--- src/rtl/ser_reg_ctrl.sv ---
// rtl/ser_reg_ctrl.sv - serial frame controller driving one-hot loads into the L0-L3 nibble register bank
module ser_reg_ctrl #(
    parameter int DW = 4
) (
    input  logic          CLK,
    input  logic          RST,
    input  logic          serIn,
    input  logic          Zero,
    output logic [DW-1:0] dOut,
    output logic [3:0]    ld,
    output logic          clrAll,
    output logic          busy,
    output logic          done,
    output logic          frmErr
);

    localparam int CW = $clog2(DW + 1);
    localparam logic [CW-1:0] LAST_DATA = CW'(DW - 1);
    localparam logic [CW-1:0] LAST_ADDR = CW'(1);

    typedef enum logic [2:0] {
        IDLE  = 3'd0,
        ADDR  = 3'd1,
        DATA  = 3'd2,
        STOP  = 3'd3,
        BREAK = 3'd4
    } state_t;

    state_t        state_q, state_d;
    logic [CW-1:0] cnt_q, cnt_d;
    logic [1:0]    addr_q, addr_d;
    logic [DW-1:0] data_q, data_d;
    logic [3:0]    ld_q, ld_d;
    logic          done_q, done_d;
    logic          frm_err_q, frm_err_d;
    logic          clr_q, clr_d;

    always_ff @(posedge CLK or negedge RST) begin
        if (!RST) begin
            state_q   <= IDLE;
            cnt_q     <= '0;
            addr_q    <= '0;
            data_q    <= '0;
            ld_q      <= '0;
            done_q    <= 1'b0;
            frm_err_q <= 1'b0;
            clr_q     <= 1'b0;
        end else begin
            state_q   <= state_d;
            cnt_q     <= cnt_d;
            addr_q    <= addr_d;
            data_q    <= data_d;
            ld_q      <= ld_d;
            done_q    <= done_d;
            frm_err_q <= frm_err_d;
            clr_q     <= clr_d;
        end
    end

    always_comb begin
        state_d   = state_q;
        cnt_d     = cnt_q;
        addr_d    = addr_q;
        data_d    = data_q;
        ld_d      = '0;
        done_d    = 1'b0;
        frm_err_d = 1'b0;
        clr_d     = 1'b0;

        // Clear request overrides everything, including a stop-bit load or a start bit.
        if (Zero) begin
            clr_d   = 1'b1;
            state_d = IDLE;
            cnt_d   = '0;
            addr_d  = '0;
            data_d  = '0;
        end else begin
            case (state_q)
                IDLE: begin
                    if (!serIn) begin
                        state_d = ADDR;
                        cnt_d   = '0;
                    end
                end
                ADDR: begin
                    addr_d = {addr_q[0], serIn};
                    if (cnt_q == LAST_ADDR) begin
                        state_d = DATA;
                        cnt_d   = '0;
                    end else begin
                        cnt_d = cnt_q + 1'b1;
                    end
                end
                DATA: begin
                    data_d = {data_q[DW-2:0], serIn};
                    if (cnt_q == LAST_DATA) begin
                        state_d = STOP;
                        cnt_d   = '0;
                    end else begin
                        cnt_d = cnt_q + 1'b1;
                    end
                end
                STOP: begin
                    if (serIn) begin
                        ld_d    = 4'b0001 << addr_q;
                        done_d  = 1'b1;
                        state_d = IDLE;
                    end else begin
                        frm_err_d = 1'b1;
                        state_d   = BREAK;
                    end
                    cnt_d = '0;
                end
                BREAK: begin
                    // A held-low line must return high before a new start is accepted.
                    if (serIn) begin
                        state_d = IDLE;
                        cnt_d   = '0;
                    end
                end
                default: begin
                    state_d = IDLE;
                    cnt_d   = '0;
                end
            endcase
        end
    end

    assign dOut   = data_q;
    assign ld     = ld_q;
    assign done   = done_q;
    assign frmErr = frm_err_q;
    assign clrAll = clr_q;
    assign busy   = (state_q != IDLE);

endmodule
--- config.mk ---
export PLATFORM = sky130hd
export DESIGN_NAME = ser_reg_ctrl
export DESIGN_NICKNAME = d
export VERILOG_FILES = /design/src/rtl/ser_reg_ctrl.sv
export SDC_FILE = /design/constraint.sdc
export NUM_CORES = 1
export LEC_CHECK = 0
export BUFFER_PORTS_ARGS = -buffer_cell sky130_fd_sc_hd__buf_2
export CORE_ASPECT_RATIO = 0.9
export CORE_MARGIN = 3
export CORE_UTILIZATION = 53
export DETAILED_ROUTE_END_ITERATION = 12
export PLACE_DENSITY = 0.76
export SETUP_SLACK_MARGIN = 0.02
export SLEW_MARGIN = 40
export SYNTH_ARGS = -nofsm -noshare
export SYNTH_HDL_FRONTEND = slang
export SYNTH_SLANG_ARGS = --single-unit
--- constraint.sdc ---
create_clock -name CLK -period 2.1 [get_ports CLK]
set_input_delay 0.21 -clock CLK [delete_from_list [all_inputs] [get_ports CLK]]
set_output_delay 0.21 -clock CLK [all_outputs]
set_load 0.005 [all_outputs]
Word level (Yosys, flattened, before mapping):

Index checks and enable logic that the tools add are counted.

* flip-flop bits (word level): 19

* add/subtract/negate cells: 1
* eq/ne operators: 10
* shift operators: 1
* muxes and demuxes: 26
* reductions and logical operators: 6

Operators with widths (number)
* 2-to-1 mux 3 bit: 10
* 2-to-1 mux 4 bit: 5
* case mux 3 bit (5 select lines): 1
* inequality test 3 bit, second input constant: 4
* case mux 3 bit (4 select lines): 1
* equality test 3 x 2 -> 1 bit, second input constant: 3
* 2-to-1 mux 1 bit: 7
* equality test 3 x 1 -> 1 bit, second input constant: 2
* 2-to-1 mux 2 bit: 2
* AND reduction 4 bit: 1
* nonzero test 2 bit: 2
* left shift 1 x 2 -> 4 bit, first input constant: 1
* adder 3 x 1 -> 3 bit, second input constant: 1
* equality test 3 bit, second input constant: 1
* logical NOT 3 bit: 1
* nonzero test 3 bit: 1
* AND reduction 2 bit: 1

Longest topological paths before layout:

* depth in word-level cells: 4
* depth in mapped cells: 7
* gate-level depth less buffers: 7

Worst setup path before layout:

OpenSTA, ideal clock, no wires.

* path type: reg2reg
* from: register cnt_q[0]
* to: register cnt_q[1]
* arrival: 1413 ps
* setup slack: 614 ps
* cell stages (with the launch flop): 7
* path buffers: 0
* clock period less this slack: 1486 ps
* cell sequence: dfrtp_1 > ha_1 > ha_1 > or3b_1 > o31ai_1 > a22oi_1 > nor2_1

* cells in the longest elaborated chain, start to end: 4
* elaborated cells between the ends (all ways): 7
* classes of those cells: add/sub (1); eq/ne (2); mux (4)

Ends and longest elaborated chain
* start: declaration: line 30 `logic [CW-1:0] cnt_q, cnt_d;`
* start signal: assignment: line 50 `cnt_q <= cnt_d;`
* adder 3 x 1 -> 3 bit, or another cell as far along: line 91, 100
* 2-to-1 mux 3 bit (on tied branches): line 96, 87
* case mux 3 bit (4 select lines) *: line 78 `case (state_q)`
* 2-to-1 mux 3 bit *: line 71 `if (Zero) begin`

Every way passes the cells marked *; elsewhere a longest branch is shown, timed or not.
A chain may end at the register's enable or synchronous reset.

Worst setup path after layout:

* from: register state_q[1]
* to: output port busy

* cells in the longest elaborated chain, start to end: 1

Ends and longest elaborated chain
* start: declaration: line 29 `state_t state_q, state_d;`
* start signal: assignment: line 49 `state_q <= state_d;`
* nonzero test 3 bit: line 134 `assign busy = (state_q != IDLE);`
* end: declaration: line 12 `output logic busy,`

No other way between the ends.

==> impl_metrics.env <==
export IMPL_outcome="finished, final reports clean"
export IMPL_drt_iter0_markers=7
export IMPL_drtAntennaViolNets=0
export IMPL_clk_pin_slew_ns=0.10
export IMPL_post_layout_nonfiller_instances=123
export IMPL_ios=16
export IMPL_max_slew_margin_pct=66.80
export IMPL_wl_um=1598
export IMPL_io_buffers=15
export IMPL_wl_met2_um=759
export IMPL_period_share_pct=77.44
export IMPL_crit_type="flop to output pin"
export IMPL_pre_cts_slack_ns=0.5338
export IMPL_worst_slack_ns=0.4737
export IMPL_drtPass1Iterations=4
export IMPL_layout_commonest_cell="dfrtp_1"
export IMPL_crit_chain="or3_1 -> buf_2"
export IMPL_die_h_um=45.36
export IMPL_grt_max_degree=20
export IMPL_drc=0
export IMPL_cp_slowest_cell="dfrtp_1"
export IMPL_p_clk_share_pct=27.7
export IMPL_design_area_sq_mm=0.001032
export IMPL_start_util_pct=59.66
export IMPL_crit_family="flip-flops"
export IMPL_r2r_cells=6
export IMPL_endpoint_kind="output pin"
export IMPL_p_per_area_mw_per_mm2=628.2
export IMPL_yosys_most_used_dff="dfrtp_1"
export IMPL_p_leak_nw=0.5139
export IMPL_ys_ff_latch=19
export IMPL_postSynthAreaPerCell_sq_um=10.73
export IMPL_synth_nets=93
export IMPL_syn_area_sq_um=912.1
export IMPL_timing_rr_end="cnt_q[1]"
export IMPL_critical_path_required_ns=1.89
export IMPL_ctsResizeCount=0
export IMPL_diodes=0
export IMPL_postSynthCellCount=85
export IMPL_cp_endpoint="busy"
export IMPL_cts_root_buf="clkbuf_4"
export IMPL_post_dp_hpwl_um=1143
export IMPL_cts_tree="done"
export IMPL_synth_top_area_share_pct=52.13
export IMPL_grt_pass1_vias=644
export IMPL_final_hold_viol_count=0
export IMPL_clock_path_buffers=2
export IMPL_crit_fanout=16
export IMPL_placed_cell_area_sq_um=996.0
export IMPL_hp_class="input port to flop"
export IMPL_rsz0062_at_grt="false"
export IMPL_coreArea_sq_mm=0.001529
export IMPL_switching_share_pct=25.33
export IMPL_post_drt_wl_per_cell_um=12.99
export IMPL_layout_drive_gt1_share_pct=22.77
export IMPL_start_kind="flop"
export IMPL_seqPwrFrac_pct=59.6
export IMPL_die_x_um=49.73
export IMPL_cp_buffers_inverters=1
export IMPL_clock_fmax_ghz=0.6149
export IMPL_vdd_drop_max_mv=0.4047
export IMPL_dpl_cell_count=118
export IMPL_switching_power_mw=0.1642
export IMPL_report_final_slew_viol_count=0
export IMPL_finClkSkew_ns=0.003765
export IMPL_syn2layout_area_growth_pct=13.17
export IMPL_place_congestion=0.7278
export IMPL_setup_viol=0
export IMPL_via_per_inst=5.366
export IMPL_slowest_delay_ns=0.57
export IMPL_vias=660
export IMPL_cts_made_buffers=3
export IMPL_dr_wl_met3_um=116
export IMPL_internal_power_mw=0.4842
export IMPL_p_total_mw=0.6484
export IMPL_overflow=0
export IMPL_layout_common_cells="19 x dfrtp_1, 15 x buf_2, 14 x nor2_1, 6 x mux2i_1"
export IMPL_top_layer_used="met3"
export IMPL_grt_pass1_wl_um=2849
export IMPL_cts_max_level=1
export IMPL_power_frac_comb_pct=12.7
export IMPL_met1_length_um=722
export IMPL_nets=110
export IMPL_antenna_found_initial=0
export IMPL_layout_min_cycle_time_ns=1.626
export IMPL_synth_edf_count=0
export IMPL_worst_pin_slew_ns=0.4979
export IMPL_cts_hold_fix_buffers=1
export IMPL_dieArea_sq_mm=0.002256
export IMPL_synth_distinct_cells=30
export IMPL_drv_cap=0
export IMPL_grt_use_total_pct=17.05
export IMPL_cts_setup_buffers=0
export IMPL_clock_latency_ns=0.29
export IMPL_cp_depth=2
export IMPL_cp_data_arrival_time_ns=1.42
export IMPL_setup_tns_final_ns=0
export IMPL_synthArstFlopShare_pct=100.0
export IMPL_ys_seq_area_share_pct=52.13
export IMPL_yosys_area_top_type="dfrtp_1"
export IMPL_cts_sinks=19
export IMPL_r2r_slack_ns=0.49
export IMPL_min_path_cells=1
export IMPL_rows=13
export IMPL_yosys_top_cells_area="dfrtp_1 52%, mux2i_1 6.6%, nor2_1 5.8%"
export IMPL_yosys_warnings=0
export IMPL_crit_start="state_q[1]"
export IMPL_crit_reg2reg_launch="cnt_q[0]"
-- through the flow --
step / hold slack (ns) / utilization (%)
final: 0.1692 / 67.51
after global routing: 0.1591 / 67.51
after CTS: 0.1603 / 67.51
after detailed placement: 0.1660 / 65.14
after global placement: 0.1651 / 65.14
after floorplan: -0.08559 / -
-- flip-flops by register name, summed over array words and instances, names as in the netlist --
name	count
dOut	4
clrAll	1
frmErr	1
cnt_q	3
addr_q	2
done	1
ld	4
state_q	3
-- power groups by stage --
| stage | Sequential (mW) | Combinational, mW | Clock (mW) |
|---|---|---|---|
| detailed placement | 0.393 | 0.0807 | 0 |
| finish | 0.386 | 0.0823 | 0.180 |
| global route | 0.388 | 0.0943 | 0.203 |
| floorplan | 0.390 | 0.0580 | 0 |
| global placement | 0.392 | 0.0795 | 0 |
| CTS | 0.386 | 0.0835 | 0.187 |
-- worst min path at each step --
stage	from	end	slack, ns
after floorplan	RST	addr_q[0]	-0.09
after global placement	RST	cnt_q[1]	0.17
after detailed placement	RST	cnt_q[1]	0.17
after CTS	Zero	clrAll	0.16
after global routing	Zero	clrAll	0.16
final	Zero	clrAll	0.17
-- layer usage --
layer / GRT usage, % / up-vias
met5: 0 / -
met4: 6.630 / 0
met3: 6.601 / 0
met2: 26.65 / 20
met1: 21.56 / 318
li1: - / 322
-- synth_stat cells (2+ instances only) --
library cell and count:
dfrtp_1 19, nor2_1 14, mux2i_1 6, a21oi_1 4, ha_1 4, inv_1 4
nor3_1 4, buf_2 3, nor3b_1 3, a22oi_1 2, nor2b_1 2, or3_1 2
-- layout make-up --
class,count,area (sq um)
flip-flops and latches,19,475.5
fillers,139,496.7
well taps,22,27.53
repair buffers,17,92.59
clock buffers,4,26.28
multi-input cells,56,391.6
inverters,5,18.77
-- kinds of logic after synthesis --
logic type	count (synthesis)	synth area share, %
simple gates	33	20.58
fa+ha+maj	4	5.487
mux	7	7.819
xor+xnor	1	0.9604
flops	19	52.13
compound gates	11	8.092
buf+inv	10	4.937
(Power assumes the default switching activity.)
